===== config.mk =====
export PLATFORM = sky130hd
export DESIGN_NAME = uart_tx_arbiter
export DESIGN_NICKNAME = d
export VERILOG_FILES = /design/src/rtl/uart_arb_pkg.sv /design/src/rtl/uart_echo_fifo.sv /design/src/rtl/uart_tx_arbiter.sv
export SDC_FILE = /design/constraint.sdc
export NUM_CORES = 1
export LEC_CHECK = 0
export BUFFER_PORTS_ARGS = -buffer_cell sky130_fd_sc_hd__buf_2
export CAP_MARGIN = 20
export CORE_MARGIN = 2
export CORE_UTILIZATION = 35
export CTS_CLUSTER_DIAMETER = 80
export CTS_CLUSTER_SIZE = 12
export DETAILED_ROUTE_END_ITERATION = 12
export MAX_ROUTING_LAYER = met4
export PLACE_DENSITY = 0.63
export SLEW_MARGIN = 40
export SYNTH_ARGS = -nofsm -noshare
export SYNTH_HDL_FRONTEND = slang
export SYNTH_SLANG_ARGS = --single-unit

===== constraint.sdc =====
create_clock -name sys_clk -period 4.3 [get_ports sys_clk]
set_input_delay 0 -clock sys_clk [delete_from_list [all_inputs] [get_ports sys_clk]]
set_output_delay 0 -clock sys_clk [all_outputs]
set_load 0.05 [all_outputs]

===== src/rtl/uart_arb_pkg.sv =====
// Shared types and constants for the UART transmit arbiter slice.
// The echo path is built only when UART_TX_ARB_ECHO_EN is defined.
package uart_arb_pkg;

  typedef enum logic {
    IDLE = 1'b0,
    GAP  = 1'b1
  } state_e;

  localparam int unsigned NREQ       = 4;
  localparam int unsigned REQ_IDX_W  = 2;
  localparam int unsigned BYTE_W     = 8;
  localparam int unsigned ECHO_DEPTH = 4;
  localparam int unsigned ECHO_PTR_W = 2;
  localparam int unsigned LEVEL_W    = 3;
  localparam int unsigned CNT_W      = 16;

  // Round-robin pick: returns {found, index}, searching from last+1 upward.
  function automatic logic [REQ_IDX_W:0] rr_pick(input logic [NREQ-1:0]      req,
                                                 input logic [REQ_IDX_W-1:0] last);
    logic [REQ_IDX_W-1:0] idx;
    logic [REQ_IDX_W:0]   res;
    res = '0;
    for (int i = NREQ; i >= 1; i--) begin
      idx = last + REQ_IDX_W'(i);
      if (req[idx]) res = {1'b1, idx};
    end
    return res;
  endfunction

endpackage


===== src/rtl/uart_echo_fifo.sv =====
// 4x8 FIFO holding received bytes waiting to be echoed; drops and flags
// bytes that arrive while full unless a pop frees a slot in the same cycle.
module uart_echo_fifo
  import uart_arb_pkg::*;
(
  input  logic               sys_clk,
  input  logic               sys_rst_n,
  input  logic               push,
  input  logic [BYTE_W-1:0]  push_data,
  input  logic               pop,
  output logic [BYTE_W-1:0]  pop_data,
  output logic               full,
  output logic               empty,
  output logic [LEVEL_W-1:0] level,
  output logic               ovf
);

  logic [BYTE_W-1:0]     mem_q [ECHO_DEPTH];
  logic [ECHO_PTR_W-1:0] wr_ptr_q, wr_ptr_d;
  logic [ECHO_PTR_W-1:0] rd_ptr_q, rd_ptr_d;
  logic [LEVEL_W-1:0]    level_q, level_d;
  logic                  ovf_q, ovf_d;
  logic                  do_push, do_pop;

  assign full     = (level_q == LEVEL_W'(ECHO_DEPTH));
  assign empty    = (level_q == '0);
  assign level    = level_q;
  assign ovf      = ovf_q;
  assign pop_data = mem_q[rd_ptr_q];

  always_comb begin
    do_push  = push && (!full || pop);
    do_pop   = pop && !empty;
    wr_ptr_d = wr_ptr_q + ECHO_PTR_W'(do_push);
    rd_ptr_d = rd_ptr_q + ECHO_PTR_W'(do_pop);
    level_d  = level_q;
    case ({do_push, do_pop})
      2'b10:   level_d = level_q + LEVEL_W'(1);
      2'b01:   level_d = level_q - LEVEL_W'(1);
      default: level_d = level_q;
    endcase
    ovf_d = ovf_q | (push && full && !pop);
  end

  always_ff @(posedge sys_clk or negedge sys_rst_n) begin
    if (!sys_rst_n) begin
      wr_ptr_q <= '0;
      rd_ptr_q <= '0;
      level_q  <= '0;
      ovf_q    <= 1'b0;
    end else begin
      wr_ptr_q <= wr_ptr_d;
      rd_ptr_q <= rd_ptr_d;
      level_q  <= level_d;
      ovf_q    <= ovf_d;
    end
  end

  // Storage needs no reset: entries are only read after being written.
  always_ff @(posedge sys_clk) begin
    if (do_push) mem_q[wr_ptr_q] <= push_data;
  end

endmodule


===== src/rtl/uart_tx_arbiter.sv =====
// Grants one byte per transmit slot to uart_hs: echo bytes first, then
// round-robin over four requesters. Echo path enabled by UART_TX_ARB_ECHO_EN.
module uart_tx_arbiter
  import uart_arb_pkg::*;
#(
  parameter int unsigned BYTE_CYCLES = 4340
) (
  input  logic                     sys_clk,
  input  logic                     sys_rst_n,
  input  logic [NREQ-1:0]          req,
  input  logic [NREQ*BYTE_W-1:0]   req_data,
  output logic [NREQ-1:0]          ack,
  input  logic                     rx_valid,
  input  logic [BYTE_W-1:0]        rx_data,
  output logic                     uart_send,
  output logic [BYTE_W-1:0]        uart_data,
  output logic                     busy,
  output logic [LEVEL_W-1:0]       echo_level,
  output logic                     echo_ovf
);

  localparam logic [CNT_W-1:0] RELOAD = CNT_W'(BYTE_CYCLES - 1);

  state_e               state_q, state_d;
  logic [CNT_W-1:0]     cnt_q, cnt_d;
  logic [REQ_IDX_W-1:0] last_q, last_d;
  logic                 send_q, send_d;
  logic [BYTE_W-1:0]    data_q, data_d;
  logic [NREQ-1:0]      ack_q, ack_d;
  logic                 busy_q, busy_d;
  logic [REQ_IDX_W:0]   pick;
  logic                 echo_avail;
  logic [BYTE_W-1:0]    echo_byte;

`ifdef UART_TX_ARB_ECHO_EN
  logic echo_empty;
  logic echo_pop;
  logic unused_full;

  assign echo_pop   = (state_q == IDLE) && echo_avail;
  assign echo_avail = !echo_empty;

  uart_echo_fifo u_echo_fifo (
    .sys_clk   (sys_clk),
    .sys_rst_n (sys_rst_n),
    .push      (rx_valid),
    .push_data (rx_data),
    .pop       (echo_pop),
    .pop_data  (echo_byte),
    .full      (unused_full),
    .empty     (echo_empty),
    .level     (echo_level),
    .ovf       (echo_ovf)
  );
`else
  logic unused_rx;

  assign unused_rx  = ^{rx_valid, rx_data};
  assign echo_avail = 1'b0;
  assign echo_byte  = '0;
  assign echo_level = '0;
  assign echo_ovf   = 1'b0;
`endif

  assign pick = rr_pick(req, last_q);

  always_comb begin
    state_d = state_q;
    cnt_d   = cnt_q;
    last_d  = last_q;
    send_d  = 1'b0;
    data_d  = data_q;
    ack_d   = '0;
    case (state_q)
      IDLE: begin
        if (echo_avail) begin
          send_d  = 1'b1;
          data_d  = echo_byte;
          cnt_d   = RELOAD;
          state_d = GAP;
        end else if (pick[REQ_IDX_W]) begin
          send_d  = 1'b1;
          data_d  = req_data[BYTE_W*pick[REQ_IDX_W-1:0] +: BYTE_W];
          ack_d   = NREQ'(1) << pick[REQ_IDX_W-1:0];
          last_d  = pick[REQ_IDX_W-1:0];
          cnt_d   = RELOAD;
          state_d = GAP;
        end
      end
      GAP: begin
        if (cnt_q == '0) state_d = IDLE;
        else             cnt_d   = cnt_q - CNT_W'(1);
      end
      default: state_d = IDLE;
    endcase
    busy_d = (state_d == GAP);
  end

  always_ff @(posedge sys_clk or negedge sys_rst_n) begin
    if (!sys_rst_n) begin
      state_q <= IDLE;
      cnt_q   <= '0;
      last_q  <= REQ_IDX_W'(NREQ - 1);
      send_q  <= 1'b0;
      data_q  <= '0;
      ack_q   <= '0;
      busy_q  <= 1'b0;
    end else begin
      state_q <= state_d;
      cnt_q   <= cnt_d;
      last_q  <= last_d;
      send_q  <= send_d;
      data_q  <= data_d;
      ack_q   <= ack_d;
      busy_q  <= busy_d;
    end
  end

  assign uart_send = send_q;
  assign uart_data = data_q;
  assign ack       = ack_q;
  assign busy      = busy_q;

endmodule


==> impl_metrics.json <==
{
  "vias": 1422,
  "tns_ps": 0,
  "top_layer_used": "met4",
  "path_clk_slew_ps": 70,
  "yosysWarnings": 0,
  "endpoint_kind": "flip-flop",
  "multi_input_area_um2": 882.1,
  "fmax_mhz": 428.8,
  "hpwl_mm": 2.744,
  "grt_pass1_vias": 1385,
  "crit_type": "reg -> reg",
  "htreeDepth": 2,
  "dieArea_mm2": 0.005572,
  "yosysSeqAreaShare_pct": 45.99,
  "worst_ir_drop_vdd_uv": 227.9,
  "ys_dominant_reg_cell": "dfrtp_1",
  "antennaDiodeCount": 0,
  "dr.pass1.iters": 4,
  "path_cells": "a21o_1, clkinv_1, nand2_1, o221ai_1",
  "drive_gt1_share_pct": 33.64,
  "grt_max_degree": 33,
  "drtIter0Drc": 54,
  "grt_pass1_wl_mm": 6.127,
  "wl_per_cell_um": 13.01,
  "critPathRequiredTime_ps": 4440,
  "ant_nets": 0,
  "met3_length_um": 126,
  "drt-met1-wl_mm": 1.706,
  "area_delta_synth_final_pct": 24.79,
  "layout_common_cells": "buf_2 (51), dfrtp_1 (30), mux2i_1 (22), nand2_1 (19), nor2_1 (13)",
  "cts_resized": 0,
  "cp_top_family": "compound AO/OA/AOI/OAI gates",
  "final.min_clock_period_ps": 2332,
  "clkSinkCount": 32,
  "clk_latency_ps": 280,
  "place_congestion": 0.7925,
  "path_max_fanout": 22,
  "rows": 25,
  "nNetsFinal": 267,
  "drc_errors": 0,
  "max_slew.worst_pin.slew_ps": 709.2,
  "clock_path_buffers": 2,
  "initial_core_util_pct": 36.74,
  "critPathSlowestCell": "a21o_1",
  "grt_use_total_pct": 14.81,
  "nFillCells": 499,
  "cts_post_setup_buffers_inserted": 0,
  "synth_area_per_cell_um2": 10.52,
  "synth_cells": 166,
  "setup_viol": 0,
  "dieWidth_um": 74.65,
  "drv_cap": 0,
  "power.density_mw_per_mm2": 501.7,
  "cts-root-buf": "clkbuf_8",
  "hold_violations": 0,
  "wirelength_mm": 3.735,
  "cts_made_buffers": 5,
  "ys_ff_latch": 32,
  "synth-edff-count": 0,
  "final-seq-area_um2": 803.3,
  "pin_count": 65,
  "synth.distinct_cells": 45,
  "syn_area_mm2": 0.001747,
  "slew_violations": 0,
  "final_util_pct": 45.84,
  "hold_path_class": "in -> reg",
  "slowest_delay_ps": 590,
  "port_buffers": 51,
  "max_slew_margin_pct": 52.72,
  "arrival_ps": 2470,
  "grt_overflow": 0,
  "outcome": "completed",
  "cts_tree": "built",
  "worst_setup_path_start_kind": "flip-flop",
  "leakage_uw": 0.001042,
  "hold_buffers": 1,
  "grt_setup_unrepaired": "false",
  "core_area_mm2": 0.004755,
  "vias_per_cell": 4.955,
  "antenna_found_initial": 0,
  "fin_crit_sh_pct": 54.23,
  "final_common_cell": "buf_2",
  "fp.dieH_um": 74.65,
  "synth-async-reset-ratio_pct": 100.0,
  "fin_worst_skew_ps": 1.898,
  "worst-path-buf-inv": 1,
  "route.met2.wl_mm": 1.876
}
registers in the layout, indices dropped and copies added (netlist names):
signal and count:
uart_data 8, ack 4, busy 1, last_q 2
uart_send 1, cnt_q 16
where the power goes:
part | switching [uW] | internal (uW)
Sequential | 62.2 | 371
Combinational | 240 | 135
Clock | 114 | 171
Total | 416 | 678
Yosys cell counts, types with 2 or more instances:
cell type   n  share of area, %
o41ai_1     2               1.0
inv_1       4              0.86
nand2b_1    4               1.4
mux2i_1    22                13
o21ai_0     3              0.86
nand4_1     2              0.72
nand2_1    19               4.1
a21oi_1     3              0.86
buf_2       2              0.57
nand3_1     3              0.86
nand3b_1    2              0.86
nand4b_1    2               1.0
clkbuf_1    4              0.86
buf_4       4               1.7
o311ai_0    2               1.0
nor2_1     13               2.8
a211oi_1    3               1.3
o221ai_1    8               4.0
dfrtp_1    30                43
dfstp_2     2               3.0
nor3_1      7               2.0
nor4_4      2               2.4
worst min-delay path, cell delays in order:
cell	delay (ps)
buf_2	70
mux2i_1	50
o221ai_1	150
path summary, 6_finish.rpt:
path                              start      endpoint  slack, ps  depth (start not counted)
setup / recovery                   busy  uart_data[6]       1970                          4
hold / removal              req_data[8]  uart_data[0]         30                          3
setup reg to reg                   busy  uart_data[6]       1970                          4
hold reg to reg            uart_data[3]  uart_data[3]        480                          2
max in group asynchronous     sys_rst_n     cnt_q[12]       3540                          2
min in group asynchronous     sys_rst_n      cnt_q[9]        300                          2
cell type report:
cell class                 instances  area share [%]
clock inverter                     3           1.952
timing repair buffer              54           12.86
inverter                           5          0.8611
clock buffer                       5           3.157
multi-input combinational        121           40.47
sequential                        32           36.85
tap                               67           3.846
per-stage QoR:
stage	cells	area (um2)	hold WS, ps	setup WS (ps)	power, uW
6_report	287	2180	33.24	1968	1094
5_1_grt	287	2180	59.64	1719	1165
4_1_cts	287	2180	28.72	1928	1108
3_5_place_dp	278	2058	94.74	1937	817.7
3_3_place_gp	277	2051	93.48	1856	807.7
2_1_floorplan	169	1758	-295.6	2553	716.6
layer usage:
metal	GRT usage [%]	up-vias
met5	-	-
met1	19.32	676
li1	-	714
met3	3.614	2
met4	4.960	0
met2	22.71	30
cells by family after synthesis:
| logic type | count (synthesis) | share of synthesized area [%] |
|---|---|---|
| simple gates | 62 | 20.27 |
| buf+inv | 16 | 4.870 |
| compound gates | 30 | 14.33 |
| flops | 32 | 45.99 |
| xor+xnor | 2 | 1.003 |
| other cells | 1 | 0.2147 |
| mux | 22 | 12.61 |
| fa+ha+maj | 1 | 0.7162 |
(Power assumes the default switching activity.)
